[src/rtl/blackbox_sweeper_if.sv]
// rtl/blackbox_sweeper_if.sv - control, status and stimulus bundle for the blackbox sweeper
interface blackbox_sweeper_if;
    logic       start;
    logic [7:0] expected;
    logic       a;
    logic       o;
    logic       v;
    logic       l;
    logic       busy;
    logic       done;
    logic [7:0] truth_table;
    logic [3:0] mismatch_count;
    logic       mismatch;

    // Sweeper side: drives stimulus and status, receives control and the sampled unit output
    modport master (
        input  start,
        input  expected,
        input  a,
        output o,
        output v,
        output l,
        output busy,
        output done,
        output truth_table,
        output mismatch_count,
        output mismatch
    );

    // Environment side: issues start/expected, returns the unit output, observes results
    modport slave (
        output start,
        output expected,
        output a,
        input  o,
        input  v,
        input  l,
        input  busy,
        input  done,
        input  truth_table,
        input  mismatch_count,
        input  mismatch
    );
endinterface

[src/rtl/blackbox_sweeper.sv]
// rtl/blackbox_sweeper.sv - sweeps all 8 {o,v,l} vectors, captures a, compares to expected
module blackbox_sweeper #(
    parameter int SETTLE_CYCLES = 2
) (
    input  logic                 clk,
    input  logic                 reset,
    blackbox_sweeper_if.master   bus
);
    typedef enum logic [1:0] {
        IDLE   = 2'd0,
        SETTLE = 2'd1,
        SAMPLE = 2'd2,
        DONE   = 2'd3
    } state_t;

    // Each vector starts in SETTLE unless there is nothing to wait for
    localparam logic [3:0] SETTLE_LOAD = 4'(SETTLE_CYCLES);
    localparam state_t     FIRST_STATE = (SETTLE_CYCLES == 0) ? SAMPLE : SETTLE;

    state_t     state;
    state_t     state_next;
    logic [2:0] index;
    logic [3:0] settle_cnt;
    logic [7:0] expected_q;
    logic [2:0] ovl_q;
    logic       busy_q;
    logic       done_q;
    logic [7:0] table_q;
    logic [3:0] mismatch_count_q;
    logic       mismatch_q;

    logic       accept;
    logic       last;
    logic       miss;
    logic [3:0] count_next;

    assign accept     = bus.start && (state == IDLE || state == DONE);
    assign last       = (index == 3'd7);
    assign miss       = (bus.a != expected_q[index]);
    assign count_next = mismatch_count_q + {3'b000, miss};

    // State register
    always_ff @(posedge clk) begin
        if (reset) begin
            state <= IDLE;
        end else begin
            state <= state_next;
        end
    end

    // Next-state logic
    always_comb begin
        state_next = state;
        case (state)
            IDLE, DONE: begin
                if (bus.start) begin
                    state_next = FIRST_STATE;
                end
            end
            SETTLE: begin
                if (settle_cnt <= 4'd1) begin
                    state_next = SAMPLE;
                end
            end
            SAMPLE: begin
                state_next = last ? DONE : FIRST_STATE;
            end
            default: state_next = IDLE;
        endcase
    end

    // Datapath: stimulus index, settle timer, capture and compare
    always_ff @(posedge clk) begin
        if (reset) begin
            index            <= 3'd0;
            settle_cnt       <= 4'd0;
            expected_q       <= 8'h00;
            ovl_q            <= 3'b000;
            busy_q           <= 1'b0;
            done_q           <= 1'b0;
            table_q          <= 8'h00;
            mismatch_count_q <= 4'd0;
            mismatch_q       <= 1'b0;
        end else begin
            case (state)
                IDLE, DONE: begin
                    if (accept) begin
                        expected_q       <= bus.expected;
                        table_q          <= 8'h00;
                        mismatch_count_q <= 4'd0;
                        mismatch_q       <= 1'b0;
                        done_q           <= 1'b0;
                        index            <= 3'd0;
                        ovl_q            <= 3'b000;
                        busy_q           <= 1'b1;
                        settle_cnt       <= SETTLE_LOAD;
                    end
                end
                SETTLE: begin
                    if (settle_cnt != 4'd0) begin
                        settle_cnt <= settle_cnt - 4'd1;
                    end
                end
                SAMPLE: begin
                    table_q[index]   <= bus.a;
                    mismatch_count_q <= count_next;
                    mismatch_q       <= (count_next != 4'd0);
                    if (last) begin
                        busy_q <= 1'b0;
                        done_q <= 1'b1;
                        ovl_q  <= 3'b000;
                    end else begin
                        index      <= index + 3'd1;
                        ovl_q      <= index + 3'd1;
                        settle_cnt <= SETTLE_LOAD;
                    end
                end
                default: ;
            endcase
        end
    end

    assign bus.o              = ovl_q[2];
    assign bus.v              = ovl_q[1];
    assign bus.l              = ovl_q[0];
    assign bus.busy           = busy_q;
    assign bus.done           = done_q;
    assign bus.truth_table    = table_q;
    assign bus.mismatch_count = mismatch_count_q;
    assign bus.mismatch       = mismatch_q;
endmodule
[src/flat_wrapper.sv]
// flat-port wrapper written by rule: the top's interface ports become plain ports
module blackbox_sweeper_flat 
#(
    parameter int SETTLE_CYCLES = 2
)
  (clk, reset, bus_start, bus_expected, bus_a, bus_o, bus_v, bus_l, bus_busy, bus_done, bus_truth_table, bus_mismatch_count, bus_mismatch);
  blackbox_sweeper_if bus_i ();
  input  logic clk;
  input  logic reset;
  input wire logic [$bits(bus_i.start)-1:0] bus_start;
  input wire logic [$bits(bus_i.expected)-1:0] bus_expected;
  input wire logic [$bits(bus_i.a)-1:0] bus_a;
  output wire logic [$bits(bus_i.o)-1:0] bus_o;
  output wire logic [$bits(bus_i.v)-1:0] bus_v;
  output wire logic [$bits(bus_i.l)-1:0] bus_l;
  output wire logic [$bits(bus_i.busy)-1:0] bus_busy;
  output wire logic [$bits(bus_i.done)-1:0] bus_done;
  output wire logic [$bits(bus_i.truth_table)-1:0] bus_truth_table;
  output wire logic [$bits(bus_i.mismatch_count)-1:0] bus_mismatch_count;
  output wire logic [$bits(bus_i.mismatch)-1:0] bus_mismatch;
  assign bus_i.start = bus_start;
  assign bus_i.expected = bus_expected;
  assign bus_i.a = bus_a;
  assign bus_o = bus_i.o;
  assign bus_v = bus_i.v;
  assign bus_l = bus_i.l;
  assign bus_busy = bus_i.busy;
  assign bus_done = bus_i.done;
  assign bus_truth_table = bus_i.truth_table;
  assign bus_mismatch_count = bus_i.mismatch_count;
  assign bus_mismatch = bus_i.mismatch;
  blackbox_sweeper #(.SETTLE_CYCLES(SETTLE_CYCLES)) u_core (.clk(clk), .reset(reset), .bus(bus_i));
endmodule
[config.mk]
export PLATFORM = sky130hd
export DESIGN_NAME = blackbox_sweeper_flat
export DESIGN_NICKNAME = d
export VERILOG_FILES = /design/src/rtl/blackbox_sweeper_if.sv /design/src/rtl/blackbox_sweeper.sv /design/src/flat_wrapper.sv
export SDC_FILE = /design/constraint.sdc
export NUM_CORES = 1
export LEC_CHECK = 0
export BUFFER_PORTS_ARGS = -buffer_cell sky130_fd_sc_hd__clkbuf_2
export CORE_MARGIN = 1
export CORE_UTILIZATION = 35
export CTS_CLUSTER_SIZE = 16
export DETAILED_ROUTE_END_ITERATION = 8
export GPL_ROUTABILITY_DRIVEN = 1
export PLACE_DENSITY_LB_ADDON = 0.1
export SYNTH_ARGS = -nofsm -noshare
export SYNTH_HDL_FRONTEND = slang
export SYNTH_SLANG_ARGS = --single-unit
[constraint.sdc]
create_clock -name clk -period 2.8 [get_ports clk]
set_clock_uncertainty 0.1 [all_clocks]
set_input_delay 0.42 -clock clk [delete_from_list [all_inputs] [get_ports clk]]
set_output_delay 0.42 -clock clk [all_outputs]
set_load 0.01 [all_outputs]
# Word level (Yosys, flattened, before mapping)
# Cells that the tools add are included.
classes:
  addsub: 3
  order_cmp: 3
  n_eq_ne: 11
  n_mux: 29
  n_reduce_logical: 14
ops:
  columns: ["operator", "n"]
  rows:
  - ["4-bit 2-to-1 mux", 4]
  - ["8-bit one-hot mux with 2 select lines", 1]
  - ["3-bit one-hot mux with 2 select lines", 2]
  - ["4-bit one-hot mux with 3 select lines", 1]
  - ["3-bit 2-to-1 mux", 3]
  - ["3-bit AND reduction", 3]
  - ["8-bit bitwise mux", 1]
  - ["8-bit 2-to-1 mux", 1]
  - ["2-bit by 1-bit inequality test with 1-bit output (second input constant)", 4]
  - ["4-bit one-hot mux with 2 select lines", 1]
  - ["4-bit nonzero test", 2]
  - ["1-bit 2-to-1 mux", 6]
  - ["2-bit 2-to-1 mux", 3]
  - ["1-bit one-hot mux with 2 select lines", 3]
  - ["2-bit one-hot mux with 3 select lines", 1]
  - ["2-bit AND reduction", 3]
  - ["4-bit by 1-bit adder with 4-bit output", 1]
  - ["2-bit == test (second input constant)", 2]
  - ["4-bit by 1-bit less-or-equal comparator with 1-bit output (second input constant)", 1]
  - ["3-bit by 4-bit < comparator with 1-bit output (second input constant)", 1]
  - ["2-bit inequality test (second input constant)", 2]
  - ["4-bit by 1-bit subtractor with 4-bit output (second input constant)", 1]
  - ["3-bit by 1-bit adder with 3-bit output (second input constant)", 1]
  - ["1-bit binary-select mux with 3-bit select", 1]
  - ["other kinds (10)", 11]
word_totals:
  ff_bits: 35
  in_bits: 12
  output_inout_bits: 18
  word_cells: 70

# Logic depth before layout (Yosys ltp)
logic_depth:
  ltp_word: 6
  depth_mapped: 9
  depth_no_buf: 8

# Least setup slack after synthesis
# Ideal clock, no wire load.
synth_path:
  path_type: "reg2reg"
  from: "reg u_core.index[0]"
  to: "reg u_core.mismatch_q (netlist: u_core.bus.mismatch)"
  setup_time_ns: 0.134
  arrival_time_ns: 2.078
  t_required_ns: 2.566
  path_slack_ns: 0.488
  path_stages_with_launch: 9
  path_buffers: 1
  period_less_slack_ns: 2.312
  cell_sequence: "dfxtp_1 > buf_2 > mux4_2 > mux2i_1 > xnor2_1 > ha_1 > ha_1 > o41ai_1 > a21oi_1"
synth_via:
  elab_chain_len: 6
synth_rtl:
  columns: ["item", "line", "source"]
  rows:
  - ["start, declared", "blackbox_sweeper.sv:22", "logic [2:0] index;"]
  - ["start signal, assigned", "blackbox_sweeper.sv:113", "index <= index + 3'd1;"]
  - ["1-bit binary-select mux with 3-bit select", "blackbox_sweeper.sv:39", "assign miss = (bus.a != expected_q[index]);"]
  - ["1-bit 2-to-1 mux (not written as such)", "blackbox_sweeper.sv:39", null]
  - ["1-bit inequality test", "blackbox_sweeper.sv:39", null]
  - ["4-bit by 1-bit adder with 4-bit output", "blackbox_sweeper.sv:40", "assign count_next = mismatch_count_q + {3'b000, miss};"]
  - ["4-bit nonzero test", "blackbox_sweeper.sv:107", "mismatch_q <= (count_next != 4'd0);"]
  - ["1-bit one-hot mux with 2 select lines", "blackbox_sweeper.sv:85", "case (state)"]
  - ["end signal, assigned", "blackbox_sweeper.sv:107", null]
  - ["end, declared", "blackbox_sweeper.sv:30", "logic mismatch_q;"]
# No other way between the ends. The select of a mux whose other input is x is not followed.
# A chain may end at the register's enable or synchronous reset.

# Worst setup path in the final report
# Ends and elaborated chain as after synthesis.

==> flow_summary_export.csv <==
group,metric,value,unit
critical_path,cp_max_fo,3,
clocking,cts.sink_count,35,
pwr,p_sw_share,30.9,%
pwr,p_switching,431,uW
pwr,p_int,962,uW
drt,via_count,1620,
layout,fin_nets,268,
clocking,cts_setup_buffers,0,
drt,drc,0,
yosys,yosys_most_used_dff,"dfxtp_1",
yosys,syn_avg_cell_area,8.06,sq um
timing,finalSetupViolCount,0,
timing,tightest_slew,788,ps
critical_path,cp-start-kind,"flop",
yosys,postSynthCellCount,221,
die,start_util,37.0,%
grt,first_global_vias,1504,
critical_path,cp.required,2840,ps
drt,wl,4.05,mm
placement,place.port_buffers,29,
yosys,synth_fp_nets,242,
clocking,path_clk_slew,70,ps
die,die-area,0.00538,sq mm
timing,fin_tns_setup,0,ps
grt,use_met3,4.80,%
layout,seq_area,701,sq um
yosys,synth_edf_count,0,
placement,gp_congestion,0.742,
grt,met2_usage,26.0,%
layout,final_cell_mix,"35 x dfxtp_1, 31 x a21oi_1, 29 x clkbuf_2",
grt,grt_pass1_wl,6.95,mm
timing,hold_violations,0,
pwr,power.share.sequential,40.4,%
clocking,numCtsBuffers,5,
grt,grt_usage,16.8,%
layout,final_common_cell,"dfxtp_1",
yosys,synth_largest_area_cell,"dfxtp_1",
pwr,combPwrFrac,25.3,%
die,dieWidth,73.3,um
placement,hpwl,2.71,mm
timing,maxSlewHeadroom,47.4,%
clocking,clockBufferDepth,2,
drt,viasPerCell,5.14,
layout,area_growth,18.1,%
clocking,cts-root-buf,"clkbuf_8",
run_status,outcome,"finished clean",
yosys,async_reset_ff_share,0,%
critical_path,crit_type,"reg2reg",
critical_path,worstPathArrival,2500,ps
grt,use_met1,22.8,%
drt,drt_pass1_iterations,4,
flow_run,cap_violations,0,
yosys,synth_area_leaders,"dfxtp_1 39%, a21oi_1 8.7%, ha_1 6.3%, nand2_1 5.9%, o21ai_0 3.7%",
layout,layout-drive-gt1-share,19.0,%
layout,nFillCells,522,
timing,drv_slew,0,
yosys,syn_area,0.00178,sq mm
grt,grt_max_degree,36,
drt,wl_per_cell,12.9,um
critical_path,end_kind,"flop",
grt,grt-ovfl-total,0,
timing,fin_crit_sh,88.0,%
grt,antenna_found_initial,0,
pwr,total_power,1390,uW
clocking,h-tree-depth,2,
pwr,power.leakage,0.000850,uW
worst_hold_path,min_path_type,"in2reg",
clocking,post_cts_resize_count,0,
die,ioPinCount,30,
yosys,yosys.cell_types.count,43,
timing,min_period,2460,ps
clocking,tritoncts,"built",
clocking,clock_latency,280,ps
timing,max_freq,0.406,GHz
die,coreArea,0.00482,sq mm
yosys,yosys.area.top_type_share,39.4,%
pwr,p_clk_share,34.4,%
pwr,p_per_area,662,mW/mm^2
clocking,cts_hold_buf,0,
grt,top_usage_layer,"met2",
yosys,yosysWarnings,0,
yosys,synth_seq_cells,35,
timing,rsz0062_at_grt,"false",
drt,drtIter0Drc,105,
die,rows,25,
pwr,ir_drop,0.242,mV
die,chipHeight,73.3,um
yosys,yosysSeqAreaShare,39.4,%
layout,n_antenna_cell,0,
drt,drtAntennaViolNets,0,
layout,multi_input_area,981,sq um
-- synthesized netlist by cell type (all sizes together), types with 2 or more instances --
cell type	count
nand3b	3
o31ai	2
inv	8
nor4	2
a22oi	4
and3	2
xnor2	2
nand3	8
or3	3
mux2i	2
clkbuf	8
nand2	28
a31oi	2
buf	8
nor2b	3
o21ai	15
nor2	17
and2	2
a2bb2oi	3
ha	9
nor3	3
dfxtp	35
or4	2
mux4	2
a21oi	32
nand2b	3
-- registers in the layout, summed over array words and instances (netlist names) --
name,cells
u_core.bus.busy,1
u_core.bus.done,1
u_core.bus.mismatch,1
u_core.bus.mismatch_count,4
u_core.bus.truth_table,8
u_core.expected_q,8
u_core.index,3
u_core.ovl_q,3
u_core.settle_cnt,4
u_core.state,2
-- layer usage --
layer | share of wire [%] | vias to the layer above | wire, um
li1 | - | 836 | -
met1 | 51 | 742 | 2060
met2 | 44 | 37 | 1770
met3 | 4.2 | 5 | 170
met4 | 1.1 | 0 | 46
met5 | 0 | - | 0
-- power by group through the flow --
| stage | Combinational [uW] | Sequential [uW] | Clock, uW |
|---|---|---|---|
| global placement | 353 | 574 | 0 |
| finish | 352 | 562 | 479 |
| CTS | 358 | 563 | 490 |
| detailed placement | 355 | 574 | 0 |
| global route | 398 | 568 | 508 |
| floorplan | 262 | 569 | 0 |
-- path summary, 6_finish.rpt --
check	startpoint	end	slack, ps	depth (start not counted)
max reg2reg	u_core.index[0]	u_core.bus.mismatch	340	7
max	u_core.index[0]	u_core.bus.mismatch	340	7
min	bus_expected[5]	u_core.expected_q[5]	250	3
min reg2reg	u_core.expected_q[3]	u_core.expected_q[3]	360	2
-- kinds of logic after synthesis --
| family | synth area share, % |
|---|---|
| compound gates | 21.5 |
| simple gates | 22.1 |
| buf+inv | 5.55 |
| mux | 3.65 |
| xor+xnor | 1.48 |
| flops | 39.4 |
| fa+ha+maj | 6.32 |
-- critical path, cell delays in order, from the launching register on --
cell and delay (ps):
dfxtp_1 390, mux4_2 510, mux2i_1 230, xnor2_1 110, ha_1 210, ha_1 300
o41ai_1 360, a21oi_1 110
-- layout make-up --
class / instances / area share, %
well taps: 67 / 3.99
flip-flops and latches: 35 / 33.3
clock inverters: 2 / 1.67
inverters: 8 / 1.43
multi-input cells: 162 / 46.6
repair buffers: 35 / 9.04
clock buffers: 6 / 3.93
-- through the flow --
stage               instances  hold slack (ps)  worst slack (ps)  util (%)  instance area, sq um
finish                    315              248               337      43.7                  2100
global route              315              247               228      43.7                  2100
CTS                       315              245               346      43.7                  2100
detailed placement        307              348               372      41.2                  1990
global placement          307              344               367      41.2                  1990
floorplan                 221              333               488         -                  1780
Note: power is estimated with default switching activity, not from simulation.
